File: config.mk
export PLATFORM = sky130hd
export DESIGN_NAME = pe_fetch_stage
export DESIGN_NICKNAME = d
export VERILOG_FILES = /design/src/rtl/pe_fetch_stage.sv
export SDC_FILE = /design/constraint.sdc
export NUM_CORES = 1
export LEC_CHECK = 0
export ABC_AREA = 1
export BUFFER_PORTS_ARGS = -buffer_cell sky130_fd_sc_hd__buf_2
export CORE_ASPECT_RATIO = 0.9
export CORE_MARGIN = 3
export CORE_UTILIZATION = 45
export DETAILED_ROUTE_END_ITERATION = 10
export PLACE_DENSITY = 0.73
export SYNTH_ARGS = -nofsm -noshare
export SYNTH_HDL_FRONTEND = slang
export SYNTH_SLANG_ARGS = --single-unit
export TNS_END_PERCENT = 5
File: constraint.sdc
create_clock -name i_clk -period 1.58 [get_ports i_clk]
set_input_delay 0.079 -clock i_clk [delete_from_list [all_inputs] [get_ports i_clk]]
set_output_delay 0.079 -clock i_clk [all_outputs]
set_load 0.005 [all_outputs]
File: src/rtl/pe_fetch_stage.sv
// PE fetch stage: walks the ipad/wpad read addresses of one 1-D convolution pass
// and lines up each returned ipix/wpix pair with the control flags the sum stage uses.
module pe_fetch_stage #(
    parameter int unsigned DWd     = 8,
    parameter int unsigned IPadAWd = 4,
    parameter int unsigned WPadAWd = 8,
    parameter int unsigned CntWd   = 4
) (
    input  logic               i_clk,
    input  logic               i_rst,
    input  logic               i_ctl_reset,
    input  logic               i_ctl_stall,
    input  logic               i_start,
    input  logic [CntWd-1:0]   i_cfg_ntap,
    input  logic [CntWd-1:0]   i_cfg_nopix,
    input  logic [1:0]         i_cfg_stride,
    input  logic [WPadAWd-1:0] i_cfg_wbase,
    input  logic               i_cfg_init,
    output logic               o_ipad_re,
    output logic [IPadAWd-1:0] o_ipad_raddr,
    input  logic [DWd-1:0]     i_ipad_rdata,
    output logic               o_wpad_re,
    output logic [WPadAWd-1:0] o_wpad_raddr,
    input  logic [DWd-1:0]     i_wpad_rdata,
    output logic [DWd-1:0]     o_ipix,
    output logic [DWd-1:0]     o_wpix,
    output logic               o_ctl_valid,
    output logic               o_ctl_init,
    output logic               o_ctl_fstpix,
    output logic               o_ctl_lstpix,
    output logic               o_busy,
    output logic               o_done
);

    typedef enum logic [1:0] {
        IDLE  = 2'd0,
        RUN   = 2'd1,
        DRAIN = 2'd2
    } state_e;

    state_e               state_q, state_d;
    logic [CntWd-1:0]     ntap_q, ntap_d;
    logic [CntWd-1:0]     nopix_q, nopix_d;
    logic [1:0]           stride_q, stride_d;
    logic [WPadAWd-1:0]   wbase_q, wbase_d;
    logic                 init_q, init_d;
    logic [CntWd-1:0]     tap_q, tap_d;
    logic [CntWd-1:0]     opix_q, opix_d;
    logic [IPadAWd-1:0]   ibase_q, ibase_d;
    logic                 s1_vld_q, s1_vld_d;
    logic                 s1_init_q, s1_init_d;
    logic                 s1_fst_q, s1_fst_d;
    logic                 s1_lst_q, s1_lst_d;
    logic                 done_q, done_d;

    logic                 issue_c;
    logic                 consume_c;
    logic                 last_tap_c;

    always_comb begin
        state_d      = state_q;
        ntap_d       = ntap_q;
        nopix_d      = nopix_q;
        stride_d     = stride_q;
        wbase_d      = wbase_q;
        init_d       = init_q;
        tap_d        = tap_q;
        opix_d       = opix_q;
        ibase_d      = ibase_q;
        s1_vld_d     = s1_vld_q;
        s1_init_d    = s1_init_q;
        s1_fst_d     = s1_fst_q;
        s1_lst_d     = s1_lst_q;
        done_d       = 1'b0;
        issue_c      = 1'b0;
        o_ipad_raddr = '0;
        o_wpad_raddr = '0;
        consume_c    = s1_vld_q & ~i_ctl_stall;
        last_tap_c   = (tap_q == (ntap_q - CntWd'(1)));

        // A consumed beat empties s1 unless a new issue refills it below
        if (consume_c) begin
            s1_vld_d  = 1'b0;
            s1_init_d = 1'b0;
            s1_fst_d  = 1'b0;
            s1_lst_d  = 1'b0;
        end

        unique case (state_q)
            IDLE: begin
                if (i_start && (i_cfg_ntap != '0) && (i_cfg_nopix != '0)) begin
                    ntap_d   = i_cfg_ntap;
                    nopix_d  = i_cfg_nopix;
                    stride_d = i_cfg_stride;
                    wbase_d  = i_cfg_wbase;
                    init_d   = i_cfg_init;
                    tap_d    = '0;
                    opix_d   = '0;
                    ibase_d  = '0;
                    state_d  = RUN;
                end
            end
            RUN: begin
                if (!i_ctl_stall) begin
                    issue_c      = 1'b1;
                    o_ipad_raddr = ibase_q + IPadAWd'(tap_q);
                    o_wpad_raddr = wbase_q + WPadAWd'(tap_q);
                    s1_vld_d     = 1'b1;
                    s1_init_d    = init_q;
                    s1_fst_d     = (tap_q == '0);
                    s1_lst_d     = last_tap_c;
                    if (last_tap_c) begin
                        tap_d   = '0;
                        opix_d  = opix_q + CntWd'(1);
                        ibase_d = ibase_q + IPadAWd'(stride_q);
                        if (opix_q == (nopix_q - CntWd'(1))) begin
                            state_d = DRAIN;
                        end
                    end else begin
                        tap_d = tap_q + CntWd'(1);
                    end
                end
            end
            DRAIN: begin
                if (consume_c) begin
                    done_d  = 1'b1;
                    state_d = IDLE;
                end
            end
            default: state_d = IDLE;
        endcase

        // Soft clear wins over everything, including a same-cycle start
        if (i_ctl_reset) begin
            state_d   = IDLE;
            ntap_d    = '0;
            nopix_d   = '0;
            stride_d  = '0;
            wbase_d   = '0;
            init_d    = 1'b0;
            tap_d     = '0;
            opix_d    = '0;
            ibase_d   = '0;
            s1_vld_d  = 1'b0;
            s1_init_d = 1'b0;
            s1_fst_d  = 1'b0;
            s1_lst_d  = 1'b0;
            done_d    = 1'b0;
        end
    end

    always_ff @(posedge i_clk or posedge i_rst) begin
        if (i_rst) begin
            state_q   <= IDLE;
            ntap_q    <= '0;
            nopix_q   <= '0;
            stride_q  <= '0;
            wbase_q   <= '0;
            init_q    <= 1'b0;
            tap_q     <= '0;
            opix_q    <= '0;
            ibase_q   <= '0;
            s1_vld_q  <= 1'b0;
            s1_init_q <= 1'b0;
            s1_fst_q  <= 1'b0;
            s1_lst_q  <= 1'b0;
            done_q    <= 1'b0;
        end else begin
            state_q   <= state_d;
            ntap_q    <= ntap_d;
            nopix_q   <= nopix_d;
            stride_q  <= stride_d;
            wbase_q   <= wbase_d;
            init_q    <= init_d;
            tap_q     <= tap_d;
            opix_q    <= opix_d;
            ibase_q   <= ibase_d;
            s1_vld_q  <= s1_vld_d;
            s1_init_q <= s1_init_d;
            s1_fst_q  <= s1_fst_d;
            s1_lst_q  <= s1_lst_d;
            done_q    <= done_d;
        end
    end

    assign o_ipad_re    = issue_c;
    assign o_wpad_re    = issue_c;
    assign o_ipix       = i_ipad_rdata;
    assign o_wpix       = i_wpad_rdata;
    assign o_ctl_valid  = s1_vld_q;
    assign o_ctl_init   = s1_init_q;
    assign o_ctl_fstpix = s1_fst_q;
    assign o_ctl_lstpix = s1_lst_q;
    assign o_busy       = (state_q != IDLE);
    assign o_done       = done_q;

endmodule

==> results of run 1 <==
[state kept, by name, summed over array words and instances (netlist names), 2 cells and up]
name and cells:
ibase_q 4, nopix_q 4, ntap_q 4, opix_q 4, state_q 2, stride_q 2
tap_q 4, wbase_q 8
[cells in the final DEF, fill, tap and decap left out, types with 3 or more instances in the layout]
| master | synthesis | final |
|---|---|---|
| nor2_1 | 26 | 25 |
| ha_1 | 14 | 6 |
| or2_2 | 3 | 3 |
| nand2_2 | 6 | 7 |
| nand2_4 | 3 | 3 |
| nor3_1 | 5 | 5 |
| dfrtp_1 | 38 | 36 |
| nand4_1 | 9 | 9 |
| buf_2 | 1 | 43 |
| nor2_2 | 4 | 5 |
| nand3_1 | 54 | 52 |
| o21ai_2 | 8 | 9 |
| inv_2 | 2 | 4 |
| nand2_1 | 93 | 91 |
| ha_4 | 0 | 6 |
| nand3_2 | 1 | 3 |
| xor2_1 | 5 | 4 |
| buf_4 | 17 | 20 |
| a21oi_1 | 10 | 9 |
| clkbuf_8 | 0 | 6 |
| inv_1 | 36 | 34 |
| o21ai_0 | 8 | 5 |
[kinds of logic (layout without fill, tap and decap cells)]
| family | Yosys count | in the layout | share of synthesized area (%) |
|---|---|---|---|
| compound gates | 30 | 30 | 6.954 |
| xor+xnor | 6 | 6 | 1.947 |
| fa+ha+maj | 17 | 17 | 8.716 |
| buf+inv | 63 | 109 | 11.78 |
| flops | 38 | 38 | 35.23 |
| simple gates | 206 | 206 | 35.37 |
[layout make-up]
type	count	area share, %
Multi-Input combinational cell	259	48.58
Sequential cell	38	29.66
Timing Repair Buffer	65	12.03
Tap cell	70	2.725
Clock buffer	6	2.569
Inverter	38	4.438
[repair_timing]
| action | CTS | global route |
|---|---|---|
| pin swaps | 1 | 3 |
| hold endpoints to repair | 38 | 0 |
| setup buffers | 1 | 0 |
| gates resized for setup | 22 | 8 |
| hold buffers | 1 | 0 |
| endpoints found under the setup margin | 20 | 25 |
[metal layers]
layer	vias to the layer above	routed length, µm
met4	0	63
met3	8	332
li1	1243	-
met1	1138	2975
met5	-	0
met2	53	3049
[worst max-delay path by stage]
| stage | cells after the start | to | start | slack, ns |
|---|---|---|---|---|
| final | 8 | o_wpad_raddr[6] | tap_q[0] | -0.29 |
| after global routing | 8 | o_wpad_raddr[6] | tap_q[0] | -0.40 |
| after CTS | 8 | o_wpad_raddr[6] | tap_q[0] | -0.29 |
| after detailed placement | 8 | o_wpad_raddr[6] | wbase_q[0] | -0.11 |
| after global placement | 8 | o_wpad_raddr[6] | wbase_q[0] | -0.02 |
| after floorplan | 11 | tap_q[3] | ntap_q[0] | -0.002 |
[through the flow]
stage          worst slack (ns)  cell area [µm²]
6_report                -0.2930             3214
5_1_grt                 -0.4039             3214
4_1_cts                 -0.2871             3174
3_5_place_dp            -0.1117             2977
3_3_place_gp           -0.01658             2977
2_1_floorplan         -0.001886             2699
[critical path, delay by kind of cell (launching register included)]
family        cells  cell delay (ns)
fa+ha+maj         2             0.56
buf+inv           1             0.13
flops             1             0.40
simple gates      5             0.42
[power by group through the flow]
stage / combinational, W / clock [W] / sequential [W]
finish: 0.000731 / 0.000660 / 0.00113
global route: 0.000826 / 0.000716 / 0.00114
CTS: 0.000712 / 0.000666 / 0.00113
detailed placement: 0.000678 / 0 / 0.00114
global placement: 0.000656 / 0 / 0.00113
floorplan: 0.000501 / 0 / 0.00113
==> summary.md, run 1 <==
| Metric | Value |
|---|---|
| Status | `complete, but fails checks` |
| Failing checks | `setup timing` |
| Vias in the first global route | `around 2300` |
| End-of-flow core utilization | `between 50 and 60%` |
| YS warnings | `0` |
| Unique masters post-synth | `30` |
| Largest cells by area after synthesis | `dfrtp_1 35%, nand2_1 13%, nand3_1 10%` |
| Layout cells sized above 1 | `29.80%` |
| Top FF cell, synth | `dfrtp_1` |
| Pwr/cell area | `slightly below 800 nW/µm²` |
| Clk sinks | `38` |
| Post-synth top area share | `between 30% and 40%` |
| Root buffer cell | `clkbuf_8` |
| Slowest CP cell | `dfrtp_1` |
| Met3 usage | `between 5 and 6%` |
| R2R Setup Slk | `around 0.010 ns` |
| Via/cell ratio | `between 5 and 6` |
| Worst skew pair latency | `0.29 ns` |
| DIE WIDTH | `87.63 µm` |
| Max-slew violation count | `0` |
| FFs w/ async S/R, synth | `100.0%` |
| Max FO, Critical Path | `4` |
| Reg-to-reg endpoint | `ibase_q[0]` |
| Worst hold path startpoint | `i_cfg_wbase[3]` |
| H-tree Lvls | `2` |
| Cells after Synth | `360` |
| Crit end category | `output pin` |
| Max Freq | `between 0.5 and 0.6 GHz` |
| Hold EP | `wbase_q[3]` |
| Combinational share of power | `slightly below 30%` |
| Grt met2 use | `32.15%` |
| R2r worst-path depth | `10` |
| HPWL after DPL | `between 4000 and 5000 µm` |
| Synth top cells by count | `93 x nand2_1, 54 x nand3_1, 38 x dfrtp_1` |
| Post-synth EDFFs | `0` |
| RSZ-0062 raised after global routing | `yes` |
| Post-Route WL | `roughly 6400 µm` |
| Io pins | `76` |
| # rows | `26` |
| Critical Path, Cell by Cell | `ha_2, fa_2, nand3_2, nand3_2, nand2_1, nor3_1, nor3_1, buf_2` |
| Clock Pin Slew Worst Setup and Hold Paths | `roughly 0.070 ns` |
| Slew HR | `around 67%` |
| Total power draw | `around 0.0025 W` |
| TritonRoute pass-1 iters | `4` |
| Worst endpoint data arrival time | `about 1.8 ns` |
| Average cell area after synthesis | `~7.5 µm²` |
| PnR worst setup slack | `-0.2930 ns` |
| Hold Fails Final Rpt | `0` |
| Global-route wire length before repair | `approximately 11000 µm` |
| Reg2reg start | `tap_q[0]` |
| Synth area leader | `dfrtp_1` |
| Met1 Use GR | `around 27%` |
| Mapped Area | `around 2700 µm²` |
| Antenna Nets Post-Route | `0` |
| Vias | `~2400` |
| Seq pwr share | `44.8%` |
| Crit Path Class | `reg -> out` |
| Leakage power | `~1.7 nW` |
| Actual slew at the worst max-slew pin | `around 0.50 ns` |
| Placed Instances | `between 400 and 500` |
| Clk buf depth | `2` |
| Final non-filler cell total | `~480` |
| Number of synthesized register bits | `38` |
| Nets | `464` |
| Total gr overflow | `0` |
| Switching part of the total | `33.91%` |
| Multi-input logic area | `1562 µm²` |
| Clock power share | `between 20% and 30%` |
| Max-cap check violation count | `0` |
| CTS tree | `built` |
| Area grow syn2layout | `19.10%` |
| Final period util | `118.5%` |
| VDD IR max | `between 0.5 and 0.6 mV` |
| Core area | `around 5700 µm²` |
| Count leader, synth | `nand2_1` |
| Initial antenna violation count | `0` |
| Crit-path max cell delay | `about 0.4 ns` |
| Area occupied by registers | `953.4 µm²` |
| Starting DRT DRC Count | `104` |
| Final setup TNS | `-1.997 ns` |
| Total CTS buffers | `5` |
| WP data required | `~1.5 ns` |
| GR peak layer | `met2` |
| WHS | `around 0.012 ns` |
| Worst Hold Class | `in -> reg` |
| Routed WL per cell | `roughly 13 µm` |
| Gpl congestion | `0.8639` |
| Type of origin of the critical path | `flip-flop` |
| GRT Util Overall | `between 20 and 25%` |
| Final setup vio count | `10` |
| P_sw | `approximately 0.00085 W` |
| Number of fill cells in the layout | `536` |
| Drc violations | `0` |
| Final min period | `roughly 1.9 ns` |
| Port buffer count | `between 40 and 50` |
| Setup Skew | `around 0.0078 ns` |
| Die Y | `79.47 µm` |
| Largest net degree at the start of global routing | `39` |
| Antenna diode count | `0` |
| Hold Path Depth | `3` |
| Internal power | `between 0.0015 and 0.002 W` |
| Initial Util | `roughly 47%` |
| Die area | `roughly 7000 µm²` |
| Seq/Total Area, Yosys | `35.23%` |
| Syn Nets | `roughly 420` |
Note: power is estimated with default switching activity, not from simulation.
==> inputs of run 2 (changes only) <==
- ABC_AREA: 1 -> default
- BUFFER_PORTS_ARGS: -buffer_cell sky130_fd_sc_hd__buf_2 -> default
- DONT_BUFFER_PORTS: default -> 1
- PLACE_DENSITY: 0.73 -> default
==> run 2 against run 1 <==
  * The flow still finishes with violations (setup timing)
  * Setup slack got worse by 0.050 ns
  * Final cell count decreased by 27%
  * Area after synthesis decreased by 11%
  * Clock power increased by 5.9%
  * Combinational power decreased by 34%
  * Critical path depth decreased by 2
  * First-iteration DRC count decreased by 19%
  * Critical endpoint unchanged
  * Flip-flop and latch count unchanged
==> summary.md, run 2 <==
| Metric | Value |
|---|---|
| Most frequent cells in the layout | `38 x dfrtp_1, 34 x buf_4, 22 x dlygate4sd3_1, 19 x a22o_1, 13 x xnor2_1` |
| Cell mode on critical path | `a21oi_2` |
| Via/cell ratio | `5.424 (+5.7%)` |
| Count leader, synth | `dfrtp_1` |
| Starting DRT DRC Count | `84 (-19%)` |
| Unique masters post-synth | `41 (+37%)` |
| Io pins | `76 (unchanged)` |
| Cells after Synth | `239 (-34%)` |
| Max Freq | `0.5202 GHz (-2.6%)` |
| Worst Hold Class | `in -> reg` |
| Syn Nets | `296 (-29%)` |
| Nets | `338 (-27%)` |
| Slew HR | `68.07% (+1.2 points)` |
| Area occupied by registers | `950.9 µm² (-0.26%)` |
| Clk sinks | `38 (unchanged)` |
| Max FO, Critical Path | `3 (-1)` |
| Commonest non-fill, non-tap cell in the layout | `dfrtp_1` |
| Mapped Area | `2392 µm² (-11%)` |
| Type of origin of the critical path | `flip-flop` |
| Worst skew pair latency | `0.29 ns (about the same)` |
| Port buffer count | `0 (-100%)` |
| Top FF cell, synth | `dfrtp_1` |
| Area grow syn2layout | `29.29%` |
| Initial Util | `47.99% (+0.85 points)` |
| Crit end category | `output pin` |
| Drc violations | `0 (unchanged)` |
| CTS tree | `built` |
| RSZ-0062 raised after global routing | `yes` |
| Top reg by flops | `wbase_q` |
| Die area | `6228 µm² (-11%)` |
| Placed Instances | `314 (-33%)` |
| PnR worst setup slack | `-0.3425 ns (-0.04955 ns)` |
| Total CTS buffers | `5 (unchanged)` |
| Final min period | `1.923 ns (+0.04955 ns)` |
| Worst endpoint data arrival time | `1.84 ns (+0.05 ns)` |
| Synth area leader | `dfrtp_1` |
| Die Y | `75.17 µm (-5.4%)` |
| FFs w/ async S/R, synth | `100.0% (unchanged)` |
| GRT Util Overall | `18.16% (-1.8 points)` |
| End-of-flow core utilization | `62.05% (+5.9 points)` |
| Crit Path Class | `reg -> out` |
| VDD IR max | `0.5983 mV (+5.4%)` |
| Final period util | `121.7% (+3.1 points)` |
| Crit-path max cell delay | `0.40 ns (about the same)` |
| Antenna Nets Post-Route | `0 (unchanged)` |
| Layout cells sized above 1 | `29.43% (-0.37 points)` |
| Final non-filler cell total | `347 (-27%)` |
| Leakage power | `1.455 nW (-15%)` |
| Slowest CP cell | `dfrtp_1` |
| Routed WL per cell | `15.90 µm (+18%)` |
| Setup Skew | `0.009924 ns (+0.002114 ns)` |
| Core area | `4985 µm² (-13%)` |
| Largest net degree at the start of global routing | `39 (unchanged)` |
| Clock Pin Slew Worst Setup and Hold Paths | `0.07 ns (about the same)` |
| Max-slew violation count | `0 (unchanged)` |
| Number of synthesized register bits | `38 (unchanged)` |
| Number of fill cells in the layout | `449 (-16%)` |
| Global-route wire length before repair | `8963 µm (-18%)` |
| HPWL after DPL | `3797 µm (-20%)` |
| Post-Route WL | `5517 µm (-14%)` |
| Hold Fails Final Rpt | `0 (unchanged)` |
| Critical Path, Cell by Cell | `ha_2, fa_2, a21o_1, a21oi_2, or3_1, a21oi_2` |
| Status | `complete, but fails checks` |
| Largest cells by area after synthesis | `dfrtp_1 40%, ha_1 7.3%, a22o_1 7.0%` |
| Failing checks | `setup timing` |
| Average cell area after synthesis | `10.01 µm² (+34%)` |
| Final setup TNS | `-3.929 ns (-1.932 ns)` |
| Gpl congestion | `0.7650 (-11%)` |
| Post-synth EDFFs | `0 (unchanged)` |
| H-tree Lvls | `2 (unchanged)` |
| TritonRoute pass-1 iters | `4 (unchanged)` |
| WP data required | `1.50 ns (about the same)` |
| # rows | `24 (-7.7%)` |
| Final setup vio count | `23 (+13)` |
| Actual slew at the worst max-slew pin | `0.4790 ns (-0.01809 ns)` |
| Seq/Total Area, Yosys | `39.75% (+4.5 points)` |
| Antenna diode count | `0 (unchanged)` |
| Clk buf depth | `2 (unchanged)` |
| Vias in the first global route | `1892 (-18%)` |
| Max reg flops | `8 (unchanged)` |
| Max-cap check violation count | `0 (unchanged)` |
| Root buffer cell | `clkbuf_8` |
| Multi-input logic area | `1346 µm² (-14%)` |
| Initial antenna violation count | `0 (unchanged)` |
| Total gr overflow | `0 (unchanged)` |
| Pwr/cell area | `725.4 nW/µm² (-7.4%)` |
| DIE WIDTH | `82.86 µm (-5.4%)` |
| YS warnings | `0 (unchanged)` |
| Synth top cells by count | `38 x dfrtp_1, 19 x a22o_1, 19 x buf_4` |
| Vias | `1882 (-23%)` |
| Post-synth top area share | `39.75% (+4.5 points)` |
| WHS | `0.02712 ns (+0.01480 ns)` |
==> run 2: cell types whose count changed in the layout (fill, tap and decap cells not counted), moves of 19 or more <==
cell,before,now
nand3_1,52,9
buf_2,43,0
inv_1,34,10
a22o_1,0,19
dlygate4sd3_1,1,22
nand2_1,91,11
==> run 2: report_power, final <==
| group | switching, W | internal [W] | total [W] |
|---|---|---|---|
| clock network | 0.000348 | 0.000351 | 0.000699 |
| logic | 0.000231 | 0.000251 | 0.000482 |
| registers | 0.0000433 | 0.00102 | 0.00106 |
| total | 0.000623 | 0.00162 | 0.00224 |
==> run 2: repair_timing <==
item                                    CTS  global route
hold buffers                             22             0
gates cloned                              0             0
gates resized for setup                  17            19
buffers inserted                          2             1
pin swaps                                17            10
endpoints found under the hold margin    63             0
endpoints found under the setup margin   28            47
==> run 2: area by class of cell <==
| class | count | area share, % |
|---|---|---|
| repair buffers | 63 | 18.20 |
| multi-input cells | 160 | 43.53 |
| inverters | 13 | 1.820 |
| clock buffers | 6 | 2.670 |
| well taps | 65 | 2.629 |
| clock inverters | 2 | 0.4045 |
| flip-flops and latches | 38 | 30.74 |
==> run 2: kinds of logic (layout without fill, tap and decap cells) <==
family | after synthesis | after routing | synth area share, %
simple gates | 64 | 64 | 14.17
compound gates | 55 | 55 | 17.21
fa+ha+maj | 17 | 17 | 9.833
mux | 6 | 6 | 2.563
flops | 38 | 38 | 39.75
buf+inv | 41 | 84 | 9.885
xor+xnor | 18 | 18 | 6.590
==> run 2: routing by layer <==
layer | global-route usage, % | part of all wire [%]
met1 | 24.42 | 47
met2 | 28.83 | 46
met3 | 4.923 | 5.9
met4 | 6.171 | 0.92
met5 | 0 | 0
==> run 2: worst paths after layout <==
| path | start | end | slack [ns] | depth (start not counted) |
|---|---|---|---|---|
| worst min-delay path | i_ctl_reset | state_q[0] | 0.03 | 2 |
| min in group asynchronous | i_rst | opix_q[0] | 0.36 | 3 |
| worst min register to register | wbase_q[2] | wbase_q[2] | 0.52 | 1 |
| worst max-delay path | tap_q[0] | o_wpad_raddr[6] | -0.34 | 6 |
| worst max register to register | tap_q[1] | opix_q[0] | -0.20 | 8 |
| max in group asynchronous | i_rst | wbase_q[3] | 0.89 | 3 |
==> run 2: worst max-delay path, delay by kind of cell, from the launching register on <==
family | cells | cell delay (ns)
AO/OA/AOI/OAI | 3 | 0.45
flip-flops | 1 | 0.40
adder cells (fa/ha/maj) | 2 | 0.55
AND/OR/NAND/NOR | 1 | 0.16
==> run 2: stage by stage <==
stage	power, W	worst slack [ns]	instance area [µm²]
finish	0.002244	-0.3425	3093
floorplan	0.001365	-0.1251	2425
global placement	0.001452	-0.1600	2613
CTS	0.002225	-0.3697	2988
detailed placement	0.001460	-0.2150	2613
global route	0.002363	-0.4304	3093
